## config.mk

```make
export PLATFORM = sky130hd
export DESIGN_NAME = gfsk_demodulator
export DESIGN_NICKNAME = d
export VERILOG_FILES = /design/src/rtl/gfsk_demodulator.sv
export SDC_FILE = /design/constraint.sdc
export NUM_CORES = 1
export LEC_CHECK = 0
export ABC_AREA = 1
export BUFFER_PORTS_ARGS = -buffer_cell sky130_fd_sc_hd__buf_2
export CORE_ASPECT_RATIO = 0.7
export CORE_UTILIZATION = 42
export DETAILED_ROUTE_END_ITERATION = 7
export PLACE_DENSITY = 0.64
export SYNTH_ARGS = -nofsm -noshare
export SYNTH_HDL_FRONTEND = slang
export SYNTH_SLANG_ARGS = --single-unit
```

## constraint.sdc

```tcl
create_clock -name sys_clk -period 2.4 [get_ports sys_clk]
set_input_delay 0.12 -clock sys_clk [delete_from_list [all_inputs] [get_ports sys_clk]]
set_output_delay 0.12 -clock sys_clk [all_outputs]
set_load 0.01 [all_outputs]
```

## src/rtl/gfsk_demodulator.sv

```systemverilog
// GFSK demodulator: hysteresis zero-crossing detector, half-period
// measurement, tone classification, debounce and carrier-lock tracking.
//
// state    | meaning
// ---------+-----------------------------------------------------------
// ST_LOST  | no carrier; the next crossing starts a fresh measurement
// ST_ACQ   | one crossing seen; the next crossing gives a full interval
// ST_LOCK  | carrier present; every crossing issues a decision
module gfsk_demodulator #(
  parameter int HYST      = 8,
  parameter int PERIOD_TH = 24,
  parameter int CNT_W     = 8,
  parameter int TIMEOUT   = 255,
  parameter int DEBOUNCE  = 2
) (
  input  logic             sys_clk,
  input  logic             sys_rst_n,
  input  logic [7:0]       ad_data,
  input  logic             ad_valid,
  output logic             data_out,
  output logic             data_valid,
  output logic             dec_raw,
  output logic [CNT_W-1:0] half_len,
  output logic             locked
);

  localparam int RUN_W = $clog2(DEBOUNCE + 1);

  // Thresholds are widened to 9 bits so 128+HYST cannot wrap.
  localparam logic [8:0]       HI_TH  = 9'(128 + HYST);
  localparam logic [8:0]       LO_TH  = 9'(127 - HYST);
  localparam logic [CNT_W:0]   TO_EXT = (CNT_W + 1)'(TIMEOUT);
  localparam logic [CNT_W:0]   TH_EXT = (CNT_W + 1)'(PERIOD_TH);
  localparam logic [RUN_W-1:0] DEB    = RUN_W'(DEBOUNCE);

  typedef enum logic [1:0] {
    ST_LOST = 2'd0,
    ST_ACQ  = 2'd1,
    ST_LOCK = 2'd2
  } state_t;

  state_t           state;
  state_t           state_next;

  logic             sign;
  logic             sign_new;
  logic             crossing;
  logic             timeout_hit;
  logic             issue_dec;
  logic             dec_bit;
  logic [CNT_W-1:0] cnt;
  logic [CNT_W-1:0] cnt_next;
  logic [CNT_W-1:0] half_len_int;
  logic [CNT_W:0]   cnt_inc;
  logic [RUN_W-1:0] run;
  logic [RUN_W-1:0] run_next;
  logic             cand;
  logic             cand_next;
  logic             data_out_next;

  // Sign tracking with hysteresis, crossing detect and half-period counting
  always_comb begin
    sign_new = sign;
    if ({1'b0, ad_data} >= HI_TH) begin
      sign_new = 1'b1;
    end else if ({1'b0, ad_data} <= LO_TH) begin
      sign_new = 1'b0;
    end

    crossing     = ad_valid && (sign_new != sign);
    cnt_inc      = {1'b0, cnt} + (CNT_W + 1)'(1);
    half_len_int = cnt_inc[CNT_W] ? '1 : cnt_inc[CNT_W-1:0];
    // A crossing takes priority over a coincident timeout.
    timeout_hit  = ad_valid && !crossing && (cnt_inc >= TO_EXT);

    if (crossing) begin
      cnt_next = '0;
    end else if (cnt_inc >= TO_EXT) begin
      cnt_next = TO_EXT[CNT_W-1:0];
    end else begin
      cnt_next = cnt_inc[CNT_W-1:0];
    end

    dec_bit = ({1'b0, half_len_int} > TH_EXT);
  end

  // Lock state next-state logic; the LOST->ACQ interval is partial, so no decision
  always_comb begin
    state_next = state;
    issue_dec  = 1'b0;
    if (crossing) begin
      case (state)
        ST_LOST: state_next = ST_ACQ;
        default: begin
          state_next = ST_LOCK;
          issue_dec  = 1'b1;
        end
      endcase
    end else if (timeout_hit) begin
      state_next = ST_LOST;
    end
  end

  // Debounce: data_out follows the candidate once it has repeated DEBOUNCE times
  always_comb begin
    cand_next     = cand;
    run_next      = run;
    data_out_next = data_out;
    if (issue_dec) begin
      if (dec_bit == cand) begin
        run_next = (run >= DEB) ? DEB : run + RUN_W'(1);
      end else begin
        cand_next = dec_bit;
        run_next  = RUN_W'(1);
      end
      if (run_next == DEB) begin
        data_out_next = cand_next;
      end
    end else if (timeout_hit) begin
      cand_next = 1'b0;
      run_next  = '0;
    end
  end

  // Lock state register
  always_ff @(posedge sys_clk) begin
    if (!sys_rst_n) begin
      state <= ST_LOST;
    end else begin
      state <= state_next;
    end
  end

  // Datapath registers; everything except the valid pulse holds while ad_valid is low
  always_ff @(posedge sys_clk) begin
    if (!sys_rst_n) begin
      sign       <= 1'b0;
      cnt        <= '0;
      run        <= '0;
      cand       <= 1'b0;
      data_out   <= 1'b0;
      data_valid <= 1'b0;
      dec_raw    <= 1'b0;
      half_len   <= '0;
    end else begin
      data_valid <= issue_dec;
      if (ad_valid) begin
        sign     <= sign_new;
        cnt      <= cnt_next;
        run      <= run_next;
        cand     <= cand_next;
        data_out <= data_out_next;
        if (issue_dec) begin
          dec_raw  <= dec_bit;
          half_len <= half_len_int;
        end
      end
    end
  end

  assign locked = (state == ST_LOCK);

endmodule

```

; ---- Word-level counts from Yosys, hierarchy flattened
; Cells that the tools add are included.
[op_classes]
add_sub_neg = 2
magnitude_cmp = 5
n_eq_ne = 4
mux = 17
reduce_logical = 10
[op_table]
columns = cell, count
row1 = $mux W8, 3
row2 = $mux W2, 7
row3 = $add A8 B1 Y9 const B, 1
row4 = $ge A9 B8 Y1 const B, 1
row5 = $ge A8 B8 Y1 const B, 1
row6 = $gt A8 B5 Y1 const B, 1
row7 = $le A8 B7 Y1 const B, 1
row8 = $mux W1, 7
row9 = $eq A2 B2 Y1 const B, 2
row10 = $reduce_and A2 Y1, 2
row11 = $reduce_bool A2 Y1, 2
row12 = $logic_and A1 B1 Y1, 3
row13 = $reduce_and A3 Y1, 1
row14 = $add A2 B1 Y2 const B, 1
row15 = $ge A2 B2 Y1 const B, 1
row16 = $logic_not A2 Y1, 1
row17 = $eq A1 B1 Y1, 1
row18 = $logic_not A1 Y1, 1
row19 = $ne A1 B1 Y1, 1
[totals]
regBits = 25
input_bits = 11
output_inout_bits = 12
wordCells = 47

; ---- Logic depth before layout (Yosys ltp)
[depth]
depth_word = 10
depth_mapped = 13
depth_no_buf = 12

; ---- Worst setup path before layout
; No wires, ideal clock.
[synth_path]
kind = register to register
from = register cnt[0]
to = register run[1]
arrival_time_ps = 1555
required_time_ps = 2268
path_slack_ps = 713
stages_incl_launch_ff = 12
n_path_buf = 1
synth_period_minus_slack_ps = 1687
cell_sequence = dfxtp_1 ha_1 nand3_2 nor2_4 nand2_4 buf_6 nand2_2 nand3_2 nand3_2 nand2_1 nand3_2 a21oi_1
[synth_between]
elab_chain_cells = 7
[synth_rtl]
columns = element, line
row1 = from (decl), 51  ; logic [CNT_W-1:0] cnt;
row2 = from (signal assigned), 149  ; cnt <= cnt_next;
row3 = $add A8 B1 Y9 *, 71  ; cnt_inc = {1'b0, cnt} + (CNT_W + 1)'(1);
row4 = $mux W8, 72  ; half_len_int = cnt_inc[CNT_W] ? '1 : cnt_inc[CNT_W-1:0];
row5 = $gt A8 B5 Y1, 84  ; dec_bit = ({1'b0, half_len_int} > TH_EXT);
row6 = $eq A1 B1 Y1, 110  ; if (dec_bit == cand) begin
row7 = $mux W2, 110
row8 = $mux W2 (2 in series), 109  ; if (issue_dec) begin
row9 = to (signal assigned), 150  ; run <= run_next;
row10 = to (decl), 55  ; logic [RUN_W-1:0] run;
; Every way passes the cells marked *; elsewhere a longest branch is shown, timed or not. The select of a mux whose other input is x is not followed.
; A chain may end at the register's enable or synchronous reset.

; ---- Worst setup path in the final report
[layout_path]
from = register cnt[1]
to = register run[0]
; The elaborated chain is that of the path after synthesis.

==> impl_metrics.tcl <==
set metrics [dict create \
    ys_seq_area_share_pct 36.1 \
    max_slew_margin_pct 68.8 \
    synth_edf_count 0 \
    final_hold_viol_count 0 \
    rows 17 \
    slowest_stage "dfxtp_1" \
    numCtsBuffers 3 \
    htree_levels 1 \
    synth_compound_area_share_pct 15.3 \
    clk_path_buf_depth 2 \
    path_cells "ha_1 > nand3_2 > nor2_4 > nand2_4 > nand3_1 > nand3_2 > nand3_2 > nand2_1 > nand3_2 > nand2_1 > nor2_1" \
    cp.buffers_inverters 0 \
    fmax_ghz 0.489 \
    fin_crit_ns 2.04 \
    met3_length_um 170 \
    insertion_delay_ns 0.27 \
    period_share_pct 85.2 \
    ys_ff_latch 25 \
    nFillCells 326 \
    grt_first_pass_wirelength_um 5440 \
    avgViaCountPerCell 5.39 \
    critical_path_arrival_ns 2.25 \
    worst_ep_required_time_ns 2.61 \
    wl_um 3290 \
    drv_slew 0 \
    grt_start_max_net_pins 20 \
    rsz0062_at_grt "no" \
    antenna_found_initial 0 \
    synth_mux_area_share_pct 0 \
    violations "DRC" \
    cts_sinks 25 \
    drv_cap 0 \
    drtIter0Drc 76 \
    die_area_sq_um 3540 \
    fin_skew_ns 0.00472 \
    power_density_nw_per_um2 506 \
    hold_buffers 0 \
    finalSetupViolCount 0 \
    nets 221 \
    grt_overflow 0 \
    ys.warnings.count 0 \
    cts_tree "done" \
    regArea_sq_um 500 \
    dp_hpwl_um 2430 \
    ant_nets 0 \
    track_usage_pct 19.9 \
    place_ws_ns 0.416 \
    p_leak_uw 0.000681 \
    critPathMaxStageDelay_ns 0.47 \
    post_cts_resize_count 0 \
    synth-adder-area-share_pct 1.81 \
    wl_per_cell_um 13.4 \
    initial_core_util_pct 44.0 \
    drc 2 \
    io_pins 23 \
    final_common_cell "nand2_1" \
    core-area_sq_um 3150 \
    ys.flop_type "dfxtp_1" \
    syn_inst 190 \
    cp_max_fo 13 \
    tns_ns 0 \
    area_growth_pct 10.9 \
    synth_simple_gate_area_share_pct 37.5 \
    syn_avg_cell_area_sq_um 7.30 \
    final_cell_mix "nand2_1, dfxtp_1, buf_2, inv_1, nor2_1" \
    ys_types 31 \
    cp_common_cell "nand3_2" \
    highest_layer "met4" \
    drive_above_1_share_pct 21.3 \
    hold_class "in -> reg" \
    crit_type "reg -> reg" \
    grt_pass1_vias 1209 \
    die_h_um 50.1 \
    drt-pass1-iter-count 8 \
    gp_congestion 0.835 \
    num_antenna_cells 0 \
    critPathTopFamily "simple AND/OR/NAND/NOR gates" \
    tightest_slew_ns 0.468 \
    status "complete, but fails checks" \
    synth_area_sq_um 1390 \
    max-vdd-ir-drop_v 0.000352 \
    synth_top_family_by_area "simple AND/OR/NAND/NOR gates" \
    synth-xor-area-share_pct 1.26 \
    met2_length_um 1510 \
    start_kind "flop" \
    drt-met1-wl_um 1600 \
    die_w_um 70.7 \
    postSynth.asyncResetShare_pct 0 \
    portBuffers 19 \
    synth_nets 203 \
    layout_setup_ws_ns 0.356 \
    num_vias 1320 \
    crit_path_end_kind "flop" \
    clk_pin_slew_worst_paths_ns 0.09 \
    cts_setup_buffers 0 \
    multiInputGateArea_sq_um 774 \
    clock_tree.root_cell "clkbuf_8" \
]
-- through the flow --
stage          cell area [sq um]  total power, uW  utilization, %  hold WS, ns  std cells
6_report                    1540              778            48.8        0.136        245
5_1_grt                     1540              812            48.8        0.161        245
4_1_cts                     1540              787            48.8        0.139        245
3_5_place_dp                1490              538            47.4        0.426        241
3_3_place_gp                1490              534            47.4        0.415        241
2_1_floorplan               1390              507               -        0.258        190
-- Yosys cell counts, types with 2 or more instances --
master     n  area, sq um
clkbuf_1   2         7.51
nand4_1    5         31.3
nor2_4     3         33.8
nand3_1   12         60.1
o21ai_0   12         60.1
nor2_1    17         63.8
buf_2      2         10.0
dfxtp_1   25          500
a21oi_1   12         60.1
nand2_1   44          165
nand3_2    7         70.1
nand2_2    3         18.8
nand2_4    2         22.5
ha_1       2         25.0
inv_1     17         63.8
buf_4      2         15.0
a31oi_1    9         56.3
-- cells by family after synthesis --
family | count (synthesis)
and+or+nand+nor | 98
buffers and inverters | 25
AOI/OAI and AO/OA | 38
xor gates and xnor gates | 2
DFF | 25
adders and majority gates | 2
-- worst reg2reg max path: stages, from the launching register on --
cell	delay [ns]
dfxtp_1	0.47
ha_1	0.37
nand3_2	0.14
nor2_4	0.15
nand2_4	0.14
nand3_1	0.19
nand3_2	0.12
nand3_2	0.09
nand2_1	0.06
nand3_2	0.09
nand2_1	0.05
nor2_1	0.10
-- cell type report --
cell class | instances | share of cell area [%]
clock buffer | 4 | 2.93
sequential | 25 | 32.5
multi-input combinational | 140 | 50.4
timing repair buffer | 20 | 6.67
inverter | 18 | 4.39
tap | 38 | 3.09
-- registers in the layout (all words and copies together), names as in the netlist --
signal / count
cand: 1
state: 2
half_len: 8
run: 2
data_valid: 1
data_out: 1
dec_raw: 1
sign: 1
cnt: 8
-- layer usage --
| metal | track usage, % | up-vias |
|---|---|---|
| li1 | - | 666 |
| met1 | 26.8 | 622 |
| met2 | 33.3 | 30 |
| met3 | 5.11 | 2 |
| met4 | 2.00 | 0 |
| met5 | 0 | - |
-- where the power goes --
group,internal [uW],switching (uW)
clock network,119,130
registers,430,9.16
logic,31.3,57.8
total,580,197
-- worst paths after layout --
path | startpoint | endpoint | slack [ns] | cells past startpoint
worst max-delay path | cnt[1] | run[0] | 0.36 | 11
worst min register to register | data_out | data_out | 0.45 | 2
worst min-delay path | ad_valid | sign | 0.14 | 2
worst max register to register | cnt[1] | run[0] | 0.36 | 11
(Power assumes the default switching activity.)
